**config.mk**
```make
export PLATFORM = sky130hd
export DESIGN_NAME = spi_display_host
export DESIGN_NICKNAME = d
export VERILOG_FILES = /design/src/rtl/spi_display_host_pkg.sv /design/src/rtl/spi_display_host_byte_tx.sv /design/src/rtl/spi_display_host.sv
export SDC_FILE = /design/constraint.sdc
export NUM_CORES = 1
export LEC_CHECK = 0
export BUFFER_PORTS_ARGS = -buffer_cell sky130_fd_sc_hd__buf_2
export CORE_MARGIN = 2
export CORE_UTILIZATION = 55
export DETAILED_ROUTE_END_ITERATION = 8
export PLACE_DENSITY = 0.77
export SLEW_MARGIN = 25
export SYNTH_ARGS = -nofsm -noshare
export SYNTH_HDL_FRONTEND = slang
export SYNTH_HIERARCHICAL = 1
export SYNTH_SLANG_ARGS = --single-unit
```
**constraint.sdc**
```tcl
create_clock -name clk -period 4 [get_ports clk]
set_clock_uncertainty 0.15 [all_clocks]
set_input_delay 0.6 -clock clk [delete_from_list [all_inputs] [get_ports clk]]
set_output_delay 0.6 -clock clk [all_outputs]
set_load 0.005 [all_outputs]
```
**src/rtl/spi_display_host_pkg.sv**
```systemverilog
// Shared definitions for the SPI display host: panel command codes, FSM states, argument byte selection.
package spi_display_host_pkg;

    localparam logic [7:0] CMD_CASET = 8'h2A;
    localparam logic [7:0] CMD_RASET = 8'h2B;
    localparam logic [7:0] CMD_RAMWR = 8'h2C;

    typedef enum logic [3:0] {
        IDLE,
        CS_SETUP,
        C2A,
        A2A,
        C2B,
        A2B,
        C2C,
        PIX_WAIT,
        PIX_HI,
        PIX_LO,
        CS_HOLD
    } state_t;

    // Picks one of the four window argument bytes: start high, start low, end high, end low
    function automatic logic [7:0] arg_byte(input logic [15:0] first_coord,
                                            input logic [15:0] last_coord,
                                            input logic [1:0]  idx);
        logic [7:0] result;
        case (idx)
            2'd0:    result = first_coord[15:8];
            2'd1:    result = first_coord[7:0];
            2'd2:    result = last_coord[15:8];
            default: result = last_coord[7:0];
        endcase
        return result;
    endfunction

endpackage

```
**src/rtl/spi_display_host_byte_tx.sv**
```systemverilog
// Byte serialiser for the display host: shifts one byte out MSB first on a mode-0 SPI clock.
module spi_byte_tx #(
    parameter int CLK_DIV = 2
) (
    input  logic       clk,
    input  logic       reset,
    input  logic       load,
    input  logic [7:0] data,
    input  logic       dc,
    output logic       done,
    output logic       spi_clk,
    output logic       spi_do,
    output logic       spi_dc
);

    logic        active;
    logic [15:0] div_cnt;
    logic [2:0]  bit_cnt;
    logic [7:0]  shift;
    logic        half_end;

    assign half_end = active && (div_cnt == 16'(CLK_DIV - 1));

    // done marks the edge that ends the last high phase, so a chained load lands on that same edge with no gap
    assign done = half_end && spi_clk && (bit_cnt == 3'd7);

    // Half-period timing, clock generation and shifting; a load always starts a fresh low phase
    always_ff @(posedge clk) begin
        if (reset) begin
            active  <= 1'b0;
            div_cnt <= '0;
            bit_cnt <= '0;
            shift   <= '0;
            spi_clk <= 1'b0;
            spi_do  <= 1'b0;
            spi_dc  <= 1'b0;
        end else if (load) begin
            active  <= 1'b1;
            div_cnt <= '0;
            bit_cnt <= '0;
            shift   <= data;
            spi_clk <= 1'b0;
            spi_do  <= data[7];
            spi_dc  <= dc;
        end else if (active) begin
            if (half_end) begin
                div_cnt <= '0;
                if (!spi_clk) begin
                    spi_clk <= 1'b1;
                end else begin
                    spi_clk <= 1'b0;
                    if (bit_cnt == 3'd7) begin
                        active <= 1'b0;
                    end else begin
                        bit_cnt <= bit_cnt + 3'd1;
                        spi_do  <= shift[6];
                        shift   <= {shift[6:0], 1'b0};
                    end
                end
            end else begin
                div_cnt <= div_cnt + 16'd1;
            end
        end
    end

endmodule

```
**src/rtl/spi_display_host.sv**
```systemverilog
// Host-side SPI master for an ILI9340-style panel: window commands followed by an RGB565 pixel stream.
module spi_display_host #(
    parameter int WIDTH   = 16,
    parameter int CLK_DIV = 2
) (
    input  logic             clk,
    input  logic             reset,
    input  logic [WIDTH-1:0] x_start,
    input  logic [WIDTH-1:0] y_start,
    input  logic [WIDTH-1:0] x_end,
    input  logic [WIDTH-1:0] y_end,
    input  logic             win_valid,
    output logic             win_ready,
    input  logic [15:0]      pixel_data,
    input  logic             pixel_last,
    input  logic             pixel_valid,
    output logic             pixel_ready,
    output logic             busy,
    output logic             spi_clk,
    output logic             spi_cs,
    output logic             spi_do,
    output logic             spi_dc
);

    import spi_display_host_pkg::*;

    state_t      state;
    state_t      state_next;
    logic        ready_ok;
    logic [15:0] x_first;
    logic [15:0] x_last;
    logic [15:0] y_first;
    logic [15:0] y_last;
    logic [7:0]  pix_lo;
    logic        pix_last;
    logic [1:0]  arg_idx;
    logic [15:0] hold_cnt;
    logic        load;
    logic [7:0]  tx_data;
    logic        tx_dc;
    logic        done;

    assign win_ready   = (state == IDLE) && ready_ok;
    assign pixel_ready = (state == PIX_WAIT);
    assign busy        = (state != IDLE);

    spi_byte_tx #(
        .CLK_DIV(CLK_DIV)
    ) u_byte_tx (
        .clk     (clk),
        .reset   (reset),
        .load    (load),
        .data    (tx_data),
        .dc      (tx_dc),
        .done    (done),
        .spi_clk (spi_clk),
        .spi_do  (spi_do),
        .spi_dc  (spi_dc)
    );

    // FSM state register
    always_ff @(posedge clk) begin
        if (reset) begin
            state <= IDLE;
        end else begin
            state <= state_next;
        end
    end

    // Next-state sequencing; each byte state chains the following byte on the serialiser's done edge
    always_comb begin
        state_next = state;
        load       = 1'b0;
        tx_data    = 8'h00;
        tx_dc      = 1'b0;
        case (state)
            IDLE: begin
                if (win_valid && win_ready) begin
                    state_next = CS_SETUP;
                end
            end
            CS_SETUP: begin
                load       = 1'b1;
                tx_data    = CMD_CASET;
                state_next = C2A;
            end
            C2A: begin
                if (done) begin
                    load       = 1'b1;
                    tx_data    = arg_byte(x_first, x_last, 2'd0);
                    tx_dc      = 1'b1;
                    state_next = A2A;
                end
            end
            A2A: begin
                if (done) begin
                    load = 1'b1;
                    if (arg_idx == 2'd3) begin
                        tx_data    = CMD_RASET;
                        state_next = C2B;
                    end else begin
                        tx_data = arg_byte(x_first, x_last, arg_idx + 2'd1);
                        tx_dc   = 1'b1;
                    end
                end
            end
            C2B: begin
                if (done) begin
                    load       = 1'b1;
                    tx_data    = arg_byte(y_first, y_last, 2'd0);
                    tx_dc      = 1'b1;
                    state_next = A2B;
                end
            end
            A2B: begin
                if (done) begin
                    load = 1'b1;
                    if (arg_idx == 2'd3) begin
                        tx_data    = CMD_RAMWR;
                        state_next = C2C;
                    end else begin
                        tx_data = arg_byte(y_first, y_last, arg_idx + 2'd1);
                        tx_dc   = 1'b1;
                    end
                end
            end
            C2C: begin
                if (done) begin
                    state_next = PIX_WAIT;
                end
            end
            PIX_WAIT: begin
                if (pixel_valid) begin
                    load       = 1'b1;
                    tx_data    = pixel_data[15:8];
                    tx_dc      = 1'b1;
                    state_next = PIX_HI;
                end
            end
            PIX_HI: begin
                if (done) begin
                    load       = 1'b1;
                    tx_data    = pix_lo;
                    tx_dc      = 1'b1;
                    state_next = PIX_LO;
                end
            end
            PIX_LO: begin
                if (done) begin
                    state_next = pix_last ? CS_HOLD : PIX_WAIT;
                end
            end
            CS_HOLD: begin
                if (hold_cnt == 16'(CLK_DIV - 1)) begin
                    state_next = IDLE;
                end
            end
            default: begin
                state_next = IDLE;
            end
        endcase
    end

    // Window and pixel latches, argument index, chip select and the hold timer
    always_ff @(posedge clk) begin
        if (reset) begin
            ready_ok <= 1'b0;
            x_first  <= '0;
            x_last   <= '0;
            y_first  <= '0;
            y_last   <= '0;
            pix_lo   <= '0;
            pix_last <= 1'b0;
            arg_idx  <= '0;
            hold_cnt <= '0;
            spi_cs   <= 1'b1;
        end else begin
            ready_ok <= 1'b1;
            if (state == IDLE && win_valid && win_ready) begin
                x_first <= 16'(x_start);
                x_last  <= 16'(x_end);
                y_first <= 16'(y_start);
                y_last  <= 16'(y_end);
            end
            if (state == PIX_WAIT && pixel_valid) begin
                pix_lo   <= pixel_data[7:0];
                pix_last <= pixel_last;
            end
            if (state == C2A || state == C2B) begin
                arg_idx <= '0;
            end else if ((state == A2A || state == A2B) && done) begin
                arg_idx <= arg_idx + 2'd1;
            end
            if (state == CS_HOLD) begin
                hold_cnt <= hold_cnt + 16'd1;
            end else begin
                hold_cnt <= '0;
            end
            if (state == CS_SETUP) begin
                spi_cs <= 1'b0;
            end else if (state == CS_HOLD && state_next == IDLE) begin
                spi_cs <= 1'b1;
            end
        end
    end

endmodule
```
Yosys cells after proc, flatten, opt, wreduce, memory -nomap -nowiden
Index checks and enable logic that the tools add are counted.

cells by class
  add/sub/neg operators = 4
  equal/unequal tests = 17
  multiplexer cells = 51
  bitwise gates (word level) = 2
  reduce and logical (&&, ||, !) cells = 29

operator list
  cell                   count
  $mux 8                 8
  $pmux 8 s7             1
  $mux 4                 13
  $pmux 8 s3             2
  $pmux 4 s11            1
  $mux 7                 5
  $add 16x1->16 const B  2
  $eq 16x1->1 const B    2
  $mux 1                 18
  $eq 4x3->1 const B     4
  $mux 16                1
  $eq 4x4->1 const B     3
  $logic_and 1x1->1      10
  $eq 4x2->1 const B     2
  $logic_not 4->1        2
  $reduce_and 4->1       2
  $reduce_bool 2->1      4
  $reduce_or 2->1        4
  $pmux 1 s3             2
  $reduce_or 5->1        1
  $eq 2x2->1 const B     2
  $eq 4x1->1 const B     1
  $reduce_bool 4->1      1
  $add 3x1->3 const B    1
  9 further kinds        11

storage, ports and cells
  flip-flop bits (word level) = 127
  output and inout port bits = 7

Logic depth before layout (Yosys ltp)
  word-level depth = 10
  depth in mapped cells = 16

By module
Netlist, hierarchy kept.

modules (own cells, without submodules)
  module            instances  cells each  area each (µm²)
  spi_display_host  1          605         4667.0
  spi_byte_tx       1          170         1461.4

Worst setup path before layout
OpenSTA, ideal clock, no wires.

  path type = register -> register
  start = register u_byte_tx.div_cnt[0]
  end = register u_byte_tx.shift[0]
  setup time = 0.132 ns
  arrival = 3.314 ns
  required time = 3.718 ns
  setup slack = 0.404 ns
  cell stages (with the launch flop) = 16
  path buffers = 5
  period minus slack after synthesis = 3.596 ns
  cell sequence = dfxtp_1 > ha_1 > or4b_1 > or4_1 > buf_2 > clkbuf_1 > nor2_1 > clkbuf_1 > nand2_1 > a21oi_1 > a31o_2 > clkbuf_1 > clkbuf_1 > inv_1 > o211ai_1 > a21oi_1

between the ends
  cells in the longest elaborated chain, start to end = 8
  elaborated cells between the ends (all ways) = 18
  those cells by class = 2 x eq/ne; 9 x mux; 7 x reduce/logical

ends and longest elaborated chain
  what                                                              RTL line                        RTL
  start: declaration                                                spi_display_host_byte_tx.sv:17  logic [15:0] div_cnt;
  start signal: assignment                                          spi_display_host_byte_tx.sv:61  div_cnt <= div_cnt + 16'd1;
  $eq 16x1->1 *                                                     spi_display_host_byte_tx.sv:22  assign half_end = active && (div_cnt == 16'(CLK_DIV - 1));
  $logic_and 1x1->1 *                                               spi_display_host_byte_tx.sv:22
  $logic_and 1x1->1 * (2 in series)                                 spi_display_host_byte_tx.sv:25  assign done = half_end && spi_clk && (bit_cnt == 3'd7);
  net done                                                          spi_display_host.sv:41          logic done;
  $mux 1 *                                                          --
  $pmux 1 s3 *                                                      spi_display_host.sv:76          case (state)
  net load                                                          spi_display_host.sv:38          logic load;
  $ne 2x2->1 (no source line) or $reduce_bool 2->1 (tied branches)  --
  $reduce_and 4->1 (no source line)                                 --
  end signal: assignment                                            spi_display_host_byte_tx.sv:41  shift <= data;
  end signal: assignment                                            spi_display_host_byte_tx.sv:57  shift <= {shift[6:0], 1'b0};
  end: declaration                                                  spi_display_host_byte_tx.sv:19  logic [7:0] shift;

Mark *: on every way through the listed nets, which the timed path passes. The rest lies on a longest branch.
A chain may end at the register's enable or synchronous reset.

Final worst setup path
  start = register u_byte_tx.div_cnt[0]
  end = register u_byte_tx.div_cnt[0]

between the ends
  cells in the longest elaborated chain, start to end = 7
  elaborated cells between the ends (all ways) = 9
  those cells by class = 1 x add/sub; 1 x eq/ne; 3 x mux; 4 x reduce/logical

ends and longest elaborated chain
  what                              RTL line
  $eq 16x1->1                       spi_display_host_byte_tx.sv:22
  $logic_and 1x1->1                 spi_display_host_byte_tx.sv:22
  $logic_and 1x1->1 (2 in series)   spi_display_host_byte_tx.sv:25
  net done                          spi_display_host.sv:41
  $mux 1                            --
  $pmux 1 s3                        spi_display_host.sv:76
  net load                          spi_display_host.sv:38
  $reduce_or 2->1 (no source line)  --

The timed path passes the listed nets, and every way through them passes these cells.

==> run metrics <==
status completed; drt pass-1 iters 9; Worst setup EP type register; hold_buf cts 0; # diodes 0; vias in the first global route 5390; final WL 16800 um; simple-gate share of the synthesized area 25.9%; Pleak 2.57 nW; Worst-path clk slew 0.06 ns; clock root cell clkbuf_8; drt wl/cell 16.9 um; gr usage total 28.4%; number of primary I/O pins 92; share of cells above drive strength 1 17.0%; Vias/cell 6.11; pre-CTS WS 0.604 ns; H-tree Lvls 4; total number of vias 6067; Synth Register Bits 127; Total Power 3.10 mW; worst vdd ir 0.372 mV; Psw 0.700 mW; final core utilization 66.5%; largest net degree at the start of global routing 90; fin worst setup slack 0.563 ns; Post-Synth Adder-Cell Area 2.25%; Finish-stage setup viols 0; worst path arrival time 3.68 ns; post-synthesis mux area share 0.327%; Site Rows 38; WHS Path Cells 3; DIE AREA 0.0120 sq mm; top-count cell post-synth nand2_1; CTS Sinks 127; pwr dens 429 mW/mm^2; residual DRC count 0; Setup TNS 0 ns; met2 wire len 7980 um; XOR/XNOR Fraction of Synth Area 3.43%; R2R Setup Slk 0.56 ns; metal3 WL 1580 um; CTS tree done; DR iter-0 viols 800; DR top layer met4; Post-Layout Inst Area 0.00721 sq mm; Mapped Cells 775; hold crit path type primary input to register; top post-synthesis cells by area dfxtp_1 41%, nand2_1 11%, a21oi_1 8.0%; Synth Area in Compound Gates 21.7%; Int Power 2.40 mW; Min Clock Period, post-route 3.44 ns; Die Span Y 110 um; r2r worst-path depth 10; WS Path Type register to register; antenna violations before repair 0; final net count 937; Post-DRT Antenna Nets 0; Hold Fails Final Rpt 0; Final Max Tran Viols 0; Post-synth ARST share 0%; die width 110 um; clock latency on the worst-skew pair 0.54 ns; GRT Residual Overflow 0; final RePlAce weighted congestion 0.951; global-route wire length before repair 26200 um; sw frac 22.6%; CP max FO 19; Worst Tran Pin Value 0.918 ns; Logic pwr share 6.5%; register area share after synthesis 41.5%; CTS Buf Count 17; Max Clk Rate 0.291 GHz; crit share post-route 85.9%; net count of the mapped netlist 871; Max Cap Violations 0; top_reg_cell synth dfxtp_1; number of setup buffers added after CTS 0; post-CTS sizing 0; Post-synth EDFFs 0; Fill cells 911; Sequential Power Share 43.3%; Synth top area share 41.5%; Yosys warnings 6; count of input and output buffers 91; Layout Area Growth over Synthesis 17.7%; top cells by count, synth 184 x nand2_1, 127 x dfxtp_1, 98 x a21oi_1, 40 x nor2_1, 38 x clkbuf_1; Core ar. 0.0108 sq mm; Area after DPL 0.00661 sq mm; HPWL Detailed 11700 um; share of power burned in the clock network 50.2%; RSZ-0062 raised after global routing no; Clock Tree Buf Depth 2; WL met1 6780 um; initial core utilization 56.5%; Post-Syn Area per Cell 7.91 sq um; startpoint types register; Synth area leader dfxtp_1; largest family of logic cells by synthesized area simple AND/OR/NAND/NOR gates; worst path required time 4.24 ns; slew margin rel. 38.8%; Mapped Area 0.00613 sq mm; Netlist cell types 66
==> layer usage <==
layer  up-vias  GRT usage [%]
met5         -              0
met2       300           45.5
met3        39           5.69
li1       2896              -
met1      2832           37.4
met4         0           11.5
==> stage by stage <==
step | instances | hold slack, ns
after floorplan | 775 | 0.286
after global placement | 962 | 0.292
after detailed placement | 962 | 0.300
after CTS | 993 | 0.136
after global routing | 993 | 0.151
final | 993 | 0.150
==> layout by cell type, fill, tap and decap left out, types with 4 or more instances in the layout <==
cell type	n
nand2_1	184
dfxtp_1	127
a21oi_1	98
buf_2	91
nor2_1	40
o21ai_0	27
inv_1	18
a222oi_1	17
clkbuf_16	16
nand3_1	14
xnor2_1	12
xor2_1	12
nand4_1	12
ha_1	11
a221oi_1	10
buf_4	10
nor3_1	8
nand2b_1	8
a22oi_1	7
nand3b_1	7
or3_1	7
a41oi_1	7
nor2b_1	6
and3_1	6
nor4_1	6
o211ai_1	5
clkbuf_8	5
o2bb2ai_1	4
a221o_1	4
o22ai_1	4
or4_1	4
clkinvlp_4	4
==> critical path, stage by stage, from the launching register on <==
cell,delay (ns)
dfxtp_1,0.38
ha_1,0.16
or4b_1,0.50
or4_1,0.51
buf_4,0.21
nor2_1,0.15
buf_4,0.19
a31o_2,0.40
nor2_1,0.11
nand2_1,0.39
o22ai_1,0.13
==> sequential cells by signal (all words and copies together) (netlist names), 2 cells and up <==
name	flops
x_last	16
u_byte_tx/div_cnt	16
u_byte_tx/bit_cnt	3
y_last	16
arg_idx	2
y_first	16
state	4
hold_cnt	16
pix_lo	8
u_byte_tx/shift	7
x_first	16
==> kinds of logic after synthesis <==
group | Yosys count
buffers and inverters | 73
XOR/XNOR | 24
AO/OA/AOI/OAI | 207
multiplexers | 2
adder cells (fa/ha/maj) | 11
AND/OR/NAND/NOR | 331
flip-flops | 127
==> power groups by stage <==
| stage | sequential [mW] | clock, mW | combinational, mW |
|---|---|---|---|
| 6_report | 1.34 | 1.56 | 0.202 |
| 5_1_grt | 1.34 | 1.62 | 0.224 |
| 4_1_cts | 1.34 | 1.57 | 0.200 |
| 3_5_place_dp | 1.36 | 0 | 0.199 |
| 3_3_place_gp | 1.36 | 0 | 0.193 |
| 2_1_floorplan | 1.35 | 0 | 0.127 |
==> path summary, 6_finish.rpt <==
| check | endpoint | startpoint |
|---|---|---|
| max | u_byte_tx/div_cnt[0] | u_byte_tx/div_cnt[0] |
| max reg2reg | u_byte_tx/div_cnt[0] | u_byte_tx/div_cnt[0] |
| min reg2reg | y_last[9] | y_last[9] |
| min | y_last[6] | y_end[6] |
==> final cells by class <==
cell class / instances / area, sq um / area share [%]
Multi-Input combinational cell: 575 / 3290 / 45.6
Clock inverter: 10 / 135 / 1.87
Timing Repair Buffer: 101 / 531 / 7.35
Tap cell: 140 / 175 / 2.43
Inverter: 19 / 71.3 / 0.989
Sequential cell: 127 / 2540 / 35.2
Clock buffer: 21 / 469 / 6.50
Power figures use the tool's default switching activity.
